**src/rtl/muldiv_ctrl_pkg.sv**
```systemverilog
// Shared definitions for the multiply-accumulate / divide controller.
// Op codes, FSM states and datapath widths live here so every file agrees on them.
package muldiv_ctrl_pkg;

  localparam int WORD_W  = 32;
  localparam int DWORD_W = 64;

  // One restoring step per result bit
  localparam logic [5:0] DIV_STEPS = 6'd32;

  typedef enum logic [2:0] {
    OP_NOP   = 3'd0,
    OP_MADD  = 3'd1,
    OP_MADDU = 3'd2,
    OP_MSUB  = 3'd3,
    OP_MSUBU = 3'd4,
    OP_DIV   = 3'd5,
    OP_DIVU  = 3'd6,
    OP_RSVD  = 3'd7
  } op_e;

  typedef enum logic [2:0] {
    ST_IDLE,
    ST_MAC,
    ST_DIV_ON,
    ST_DIV_ZERO,
    ST_DONE
  } state_e;

  function automatic logic is_muldiv_op(input logic [2:0] op);
    return (op != OP_NOP) && (op != OP_RSVD);
  endfunction

endpackage

```
**src/rtl/muldiv_ctrl_div_core.sv**
```systemverilog
// Unsigned restoring divider: one shift-subtract step per i_step cycle, 32 steps total.
// Only instantiated when MULDIV_DIV_EN is defined.
module div_core
  import muldiv_ctrl_pkg::*;
(
  input  logic              clk,
  input  logic              rst,
  input  logic              i_load,
  input  logic              i_step,
  input  logic [WORD_W-1:0] i_dividend,
  input  logic [WORD_W-1:0] i_divisor,
  output logic [WORD_W-1:0] o_quot,
  output logic [WORD_W-1:0] o_rem,
  output logic              o_done
);

  logic [WORD_W-1:0] r_quot;
  logic [WORD_W-1:0] r_rem;
  logic [WORD_W-1:0] r_divisor;
  logic [5:0]        r_cnt;

  logic [WORD_W:0] w_shift;
  logic [WORD_W:0] w_diff;

  // Remainder stays below the divisor, so the shifted value fits in WORD_W+1 bits
  assign w_shift = {r_rem, r_quot[WORD_W-1]};
  assign w_diff  = w_shift - {1'b0, r_divisor};

  always_ff @(posedge clk) begin
    if (!rst) begin
      r_quot    <= '0;
      r_rem     <= '0;
      r_divisor <= '0;
      r_cnt     <= '0;
    end else if (i_load) begin
      r_quot    <= i_dividend;
      r_rem     <= '0;
      r_divisor <= i_divisor;
      r_cnt     <= '0;
    end else if (i_step && (r_cnt != DIV_STEPS)) begin
      if (!w_diff[WORD_W]) begin
        r_rem  <= w_diff[WORD_W-1:0];
        r_quot <= {r_quot[WORD_W-2:0], 1'b1};
      end else begin
        r_rem  <= w_shift[WORD_W-1:0];
        r_quot <= {r_quot[WORD_W-2:0], 1'b0};
      end
      r_cnt <= r_cnt + 6'd1;
    end
  end

  assign o_quot = r_quot;
  assign o_rem  = r_rem;
  assign o_done = (r_cnt == DIV_STEPS);

endmodule

```
**src/rtl/muldiv_ctrl.sv**
```systemverilog
// Multi-cycle MADD/MSUB and DIV controller driving HI/LO writeback and a pipeline stall.
// Define MULDIV_DIV_EN to build the iterative divider; otherwise DIV/DIVU complete at once with 0.
module muldiv_ctrl
  import muldiv_ctrl_pkg::*;
(
  input  logic               clk,
  input  logic               rst,
  input  logic               start_i,
  input  logic [2:0]         op_i,
  input  logic [WORD_W-1:0]  opdata1_i,
  input  logic [WORD_W-1:0]  opdata2_i,
  input  logic [DWORD_W-1:0] hilo_i,
  input  logic               annul_i,
  output logic [DWORD_W-1:0] result_o,
  output logic               ready_o,
  output logic               whilo_o,
  output logic               stallreq_o
);

  state_e             r_state;
  logic [DWORD_W-1:0] r_prod;
  logic [DWORD_W-1:0] r_result;
  logic               r_sub;
  logic               r_ready;

  op_e                w_op;
  logic               w_mul_signed;
  logic [DWORD_W-1:0] w_mul_a;
  logic [DWORD_W-1:0] w_mul_b;
  logic [DWORD_W-1:0] w_prod;
  logic [DWORD_W-1:0] w_sum;
  logic               w_op_busy;

  assign w_op         = op_e'(op_i);
  assign w_mul_signed = (w_op == OP_MADD) || (w_op == OP_MSUB);
  assign w_mul_a      = w_mul_signed ? {{WORD_W{opdata1_i[WORD_W-1]}}, opdata1_i}
                                     : {{WORD_W{1'b0}}, opdata1_i};
  assign w_mul_b      = w_mul_signed ? {{WORD_W{opdata2_i[WORD_W-1]}}, opdata2_i}
                                     : {{WORD_W{1'b0}}, opdata2_i};
  // Low 64 bits of the extended product are correct for both signed and unsigned
  assign w_prod       = w_mul_a * w_mul_b;
  assign w_sum        = r_sub ? (hilo_i - r_prod) : (hilo_i + r_prod);

`ifdef MULDIV_DIV_EN
  logic               r_neg_q;
  logic               r_neg_r;
  logic               w_div_signed;
  logic [WORD_W-1:0]  w_abs_a;
  logic [WORD_W-1:0]  w_abs_b;
  logic               w_div_load;
  logic               w_div_step;
  logic               w_div_done;
  logic [WORD_W-1:0]  w_quot;
  logic [WORD_W-1:0]  w_rem;
  logic [WORD_W-1:0]  w_quot_fix;
  logic [WORD_W-1:0]  w_rem_fix;

  assign w_div_signed = (w_op == OP_DIV);
  assign w_abs_a      = (w_div_signed && opdata1_i[WORD_W-1]) ? -opdata1_i : opdata1_i;
  assign w_abs_b      = (w_div_signed && opdata2_i[WORD_W-1]) ? -opdata2_i : opdata2_i;
  assign w_div_load   = rst && !annul_i && (r_state == ST_IDLE) && start_i &&
                        ((w_op == OP_DIV) || (w_op == OP_DIVU)) && (opdata2_i != '0);
  assign w_div_step   = (r_state == ST_DIV_ON) && !w_div_done;
  assign w_quot_fix   = r_neg_q ? -w_quot : w_quot;
  assign w_rem_fix    = r_neg_r ? -w_rem : w_rem;

  div_core u_div_core (
    .clk        (clk),
    .rst        (rst),
    .i_load     (w_div_load),
    .i_step     (w_div_step),
    .i_dividend (w_abs_a),
    .i_divisor  (w_abs_b),
    .o_quot     (w_quot),
    .o_rem      (w_rem),
    .o_done     (w_div_done)
  );
`endif

  // Once an op is accepted the latched op decides; op_i is only looked at in IDLE
  assign w_op_busy  = (r_state == ST_IDLE) ? is_muldiv_op(op_i) : 1'b1;
  assign stallreq_o = rst && start_i && !r_ready && w_op_busy;
  assign result_o   = r_result;
  assign ready_o    = r_ready;
  assign whilo_o    = r_ready;

  always_ff @(posedge clk) begin
    if (!rst) begin
      r_state  <= ST_IDLE;
      r_prod   <= '0;
      r_result <= '0;
      r_sub    <= 1'b0;
      r_ready  <= 1'b0;
`ifdef MULDIV_DIV_EN
      r_neg_q  <= 1'b0;
      r_neg_r  <= 1'b0;
`endif
    end else if (annul_i) begin
      r_state  <= ST_IDLE;
      r_result <= '0;
      r_ready  <= 1'b0;
    end else begin
      case (r_state)
        ST_IDLE: begin
          if (start_i) begin
            case (w_op)
              OP_MADD, OP_MADDU, OP_MSUB, OP_MSUBU: begin
                r_prod  <= w_prod;
                r_sub   <= (w_op == OP_MSUB) || (w_op == OP_MSUBU);
                r_state <= ST_MAC;
              end
              OP_DIV, OP_DIVU: begin
`ifdef MULDIV_DIV_EN
                if (opdata2_i == '0) begin
                  r_state <= ST_DIV_ZERO;
                end else begin
                  r_neg_q <= w_div_signed && (opdata1_i[WORD_W-1] ^ opdata2_i[WORD_W-1]);
                  r_neg_r <= w_div_signed && opdata1_i[WORD_W-1];
                  r_state <= ST_DIV_ON;
                end
`else
                r_result <= '0;
                r_ready  <= 1'b1;
                r_state  <= ST_DONE;
`endif
              end
              default: ;
            endcase
          end
        end
        ST_MAC: begin
          r_result <= w_sum;
          r_ready  <= 1'b1;
          r_state  <= ST_DONE;
        end
`ifdef MULDIV_DIV_EN
        ST_DIV_ZERO: begin
          r_result <= '0;
          r_ready  <= 1'b1;
          r_state  <= ST_DONE;
        end
        ST_DIV_ON: begin
          if (w_div_done) begin
            r_result <= {w_rem_fix, w_quot_fix};
            r_ready  <= 1'b1;
            r_state  <= ST_DONE;
          end
        end
`endif
        ST_DONE: begin
          if (!start_i) begin
            r_result <= '0;
            r_ready  <= 1'b0;
            r_state  <= ST_IDLE;
          end
        end
        default: r_state <= ST_IDLE;
      endcase
    end
  end

endmodule

```
**config.mk**
```make
export PLATFORM = sky130hd
export DESIGN_NAME = muldiv_ctrl
export DESIGN_NICKNAME = d
export VERILOG_FILES = /design/src/rtl/muldiv_ctrl_pkg.sv /design/src/rtl/muldiv_ctrl_div_core.sv /design/src/rtl/muldiv_ctrl.sv
export SDC_FILE = /design/constraint.sdc
export NUM_CORES = 2
export LEC_CHECK = 0
export ABC_AREA = 1
export BUFFER_PORTS_ARGS = -buffer_cell sky130_fd_sc_hd__clkbuf_2
export CORE_ASPECT_RATIO = 0.75
export CORE_UTILIZATION = 58
export DETAILED_ROUTE_END_ITERATION = 10
export HOLD_SLACK_MARGIN = 0.15
export PLACE_DENSITY = 0.75
export SLEW_MARGIN = 20
export SYNTH_ARGS = -nofsm -noshare
export SYNTH_HDL_FRONTEND = slang
export SYNTH_SLANG_ARGS = --single-unit
```
**constraint.sdc**
```tcl
create_clock -name clk -period 13.7 [get_ports clk]
set_input_delay 3.425 -clock clk [delete_from_list [all_inputs] [get_ports clk]]
set_output_delay 3.425 -clock clk [all_outputs]
set_load 0.01 [all_outputs]
```
# [Yosys cells after proc, flatten, opt, wreduce, memory -nomap -nowiden]
# Cells that the tools add are included.
[totals] register_bits=133 input_bits=135 word_cells=55
[op_classes] addsub=2 multipliers=1 eq_ne=13 mux=16 n_bitwise=2 n_reduce_logical=16
[op_table] op="2-to-1 mux 64 bit" n=6
[op_table] op="case mux 64 bit (3 select lines)" n=1
[op_table] op="adder 64 bit" n=1
[op_table] op="multiplier 64 x 64 -> 64 bit" n=1
[op_table] op="subtractor 64 bit" n=1
[op_table] op="== test 3 bit, second input constant" n=4
[op_table] op="case mux 3 bit (3 select lines)" n=1
[op_table] op="AND reduction 4 bit" n=2
[op_table] op="== test 3 x 1 -> 1 bit, second input constant" n=2
[op_table] op="== test 3 x 2 -> 1 bit, second input constant" n=2
[op_table] op="2-to-1 mux 3 bit" n=2
[op_table] op="case mux 3 bit (2 select lines)" n=1
[op_table] op="nonzero test 3 bit" n=2
[op_table] op="logical AND 1 bit" n=4
[op_table] op="2-to-1 mux 1 bit" n=4
[op_table] op="!= test 2 bit, second input constant" n=2
[op_table] op="OR reduction 2 bit" n=2
[op_table] op="OR reduction 4 bit" n=1
[op_table] op="logical NOT 3 bit" n=1
[op_table] op="!= test 3 x 1 -> 1 bit, second input constant" n=1
[op_table] op="!= test 3 bit, second input constant" n=1
[op_table] op="case mux 1 bit (3 select lines)" n=1
[op_table] op="AND reduction 3 bit" n=1
[op_table] op="logical OR 1 bit" n=2
[op_table] op="3 further kinds" n=4

# [Longest topological paths before layout]
[depth] depth_word=5 depth_mapped=45

# [Least setup slack after synthesis]
# OpenSTA, ideal clock, no wires.
[synth_timing] path_type="input-to-reg" from="input port op_i[2]" to="register r_prod[63]" setup_time_ns=0.109 arrival_time_ns=12.239 slack_ns=1.352 path_stages=36 path_buffers=3 path_cell_list="inv_2 -> nand2_1 -> clkbuf_1 -> clkbuf_1 -> buf_1 -> nor2_1 -> fa_1 -> inv_1 -> fa_1 -> inv_1 -> fa_1 -> inv_1 -> fa_1 -> inv_1 -> fa_1 -> fa_1 -> fa_1 -> inv_1 -> fa_1 -> inv_1 -> fa_1 -> inv_1 -> fa_1 -> inv_1 -> ha_1 -> a21oi_1 -> nor2_1 -> a211oi_1 -> nand2_1 -> or2_2 -> a21oi_1 -> nand2_1 -> nand3_1 -> nand3_1 -> nand2_1 -> inv_1"
[synth_via] elab_chain_len=4
[synth_lines] element="from (decl)" line_no="muldiv_ctrl.sv:9" text="input logic [2:0] op_i,"
[synth_lines] element="== test 3 x 1 -> 1 bit / == test 3 x 2 -> 1 bit (equally long branches)" line_no="muldiv_ctrl.sv:35, muldiv_ctrl.sv:106"
[synth_lines] element="logical OR 1 bit" line_no="muldiv_ctrl.sv:35" text="assign w_mul_signed = (w_op == OP_MADD) || (w_op == OP_MSUB);"
[synth_lines] element="2-to-1 mux 64 bit, on equally long branches" line_no="muldiv_ctrl.sv:36, muldiv_ctrl.sv:38"
[synth_lines] element="multiplier 64 x 64 -> 64 bit" line_no="muldiv_ctrl.sv:41" text="assign w_prod = w_mul_a * w_mul_b;"
[synth_lines] element="to (signal assigned)" line_no="muldiv_ctrl.sv:108" text="r_prod <= w_prod;"
[synth_lines] element="to (decl)" line_no="muldiv_ctrl.sv:21" text="logic [DWORD_W-1:0] r_prod;"
# Several ways; a longest one is shown, not always the timed one.
# A chain may end at the register's enable or synchronous reset.

# [Worst setup path after layout]
[layout_timing] from="input port op_i[2]" to="register r_prod[62]"
# The elaborated chain is that of the path after synthesis.

==> metrics <==
status=finished clean; Post-DP Area=around 62000 um2; cts hold-fix bufs=0; share of post-route cells with drive strength above 1=0.0488; most numerous cell in the Yosys netlist=inv_1; DR vias/cell=about 5.4; Worst Tran Pin Value=1.12 ns; synth top area cells=fa_1, inv_1, nand2_1; Setup crit start=op_i[2]; RSZ-0062 raised after global routing=no; Tcrit/Tclk final=0.926; area grow syn2layout=4.84%; Detailed Place HPWL=between 150000 and 200000 um; global-route wire length before repair=304000 um; number of max-cap violations=0; number of global-route vias before repair=52200; clk_lat worst skew=between 0.4 and 0.5 ns; CP Max Fanout=8; RePlAce Congestion=1.05; Synth Net Count=9649; Post-synth top flop=dfxtp_1; grt ovf=0; Critical Path Start Type=input port; Clk pin slew, worst setup/hold paths=0.07 ns; Core Util, Final=0.617; CTS tree=done; Wirelength per Cell=~21 um; postcts setup bufs=0; Max Slew Vio Count=0; Detailed Route WL=between 150000 and 200000 um; setup violators final=0; worst hold path type=reg -> reg; most used cell, CP=fa_1; number of synthesized flops with an enable pin=0; Setup TNS=0 ns; design area=62800 um2; Seq cells post-synth=132; fmax=0.0789 GHz; Synth Warn #=0; core area=approximately 100000 um2; Critical Path RT=14.05 ns; I/O pin cnt=202; Final Hold Violating Endpoints=0; Die Y=280 um; nets=9683; async set-reset flop share out of synthesis=0; synth unique cells=54; Residual DRC=0; Mapped Cells=7717; skew final=0.0178 ns; # port buffers=201; largest net degree at the start of global routing=66; root buffer cell=clkbuf_16; Avg Inst Size Synth=7.76 um2; CTS Sinks=132; Placed Cells=9071; slowest cell delay on critical path=~0.9 ns; most instantiated cells after synthesis=inv_1, nand2_1, fa_1; post-synthesis cell type with the largest combined area=fa_1; die extent in x=373 um; Post-Syn Area=roughly 60000 um2; Routed Antenna Nets=0; full die area=about 100000 um2; Crit Path Class=in -> reg; Num CTS Buffers=17; critical path endpoint category=register; router iterations before antenna repair=6; Synth top area share=0.475; Post-Layout Cell Count=between 9000 and 10000; Worst Hold Launch=result_o[50]$_SDFFE_PP0P_; Seq/Total Area, Yosys=0.0441; PostCTS Resize Cnt=0; total track usage=0.384; row count=101; Slew HR=0.249; initial antenna violation count=2; CP max-delay cell=fa_1; maximum root-to-sink buffer count=2; Starting Density=0.589; CTS H-tree depth=4; start of the worst register-to-register path=r_prod[0]$_SDFFE_PN0P_; initial detailed-routing violation count=4504; Vias=49500; data arrival time of the worst path=between 10 and 15 ns; Final min period=about 13 ns
area by class of cell:
cell class,instances,area [um2]
Sequential cell,132,2640
Tap cell,1339,1680
Inverter,2332,8750
Timing Repair Buffer,283,1630
Fill cell,9204,38900
Clock inverter,15,164
Antenna cell,1,2.50
Clock buffer,17,425
Multi-Input combinational cell,4985,47500
path summary, 6_finish.rpt:
kind              slack, ns  cells past startpoint                         to
setup / recovery       1.02                     30    r_prod[62]$_SDFFE_PN0P_
setup reg to reg       8.79                     26  result_o[57]$_SDFFE_PP0P_
hold reg to reg        0.46                      2  result_o[50]$_SDFFE_PP0P_
hold / removal         0.46                      2  result_o[50]$_SDFFE_PP0P_
state kept, by name (all words and copies together) (netlist names):
name / count
ready_o: 1
r_state: 2
r_sub: 1
r_prod: 64
result_o: 64
stage by stage:
stage / setup WS (ns) / hold WS [ns]
after global routing: 0.597 / 0.488
after detailed placement: 0.583 / 0.457
after floorplan: 1.35 / 0.479
final: 1.02 / 0.465
after CTS: 1.08 / 0.468
after global placement: 0.670 / 0.451
routing by layer:
metal  share of wire  global-route usage  vias up
li1                -                   -    22200
met2            0.45               0.610     2492
met1            0.42               0.538    24600
met4           0.025              0.0903        2
met3            0.10              0.0831      289
met5        0.000047                   0        -
placed cells by master, fill, tap and decap left out, types with 6 or more instances in the layout:
cell type and count:
nor3_1 38, ha_1 377, fa_1 1420, o21bai_1 19, a21o_1 17, o211ai_1 13, inv_2 9, nand2_1 1671
clkbuf_16 17, a31oi_1 15, o21ai_2 7, inv_6 6, clkbuf_2 201, a21boi_0 7, xnor2_1 22, nand4_1 40
buf_4 81, or2_2 11, nand3_1 156, nor2_1 421, dfxtp_1 132, nor4_1 25, a21oi_1 343, nand3b_1 10
xor2_1 95, o21a_1 6, o21ai_1 11, o21ai_0 203, inv_1 2320
critical path: cells and delay by family:
kind	cells	cell delay [ns]
adder cells (fa/ha/maj)	11	6.20
buffers and inverters	8	0.67
AO/OA/AOI/OAI	1	0.15
AND/OR/NAND/NOR	10	2.55
logic make-up after synthesis:
| family | after synthesis | synth area share |
|---|---|---|
| xor gates and xnor gates | 117 | 0.0171 |
| adders and majority gates | 1797 | 0.553 |
| AOI/OAI and AO/OA | 666 | 0.0609 |
| DFF | 132 | 0.0441 |
| buffers and inverters | 2600 | 0.163 |
| and+or+nand+nor | 2405 | 0.161 |
Power is left out: the tool's default activity adds up to more than one toggle a clock period on the data nets, which glitch-free logic cannot reach.
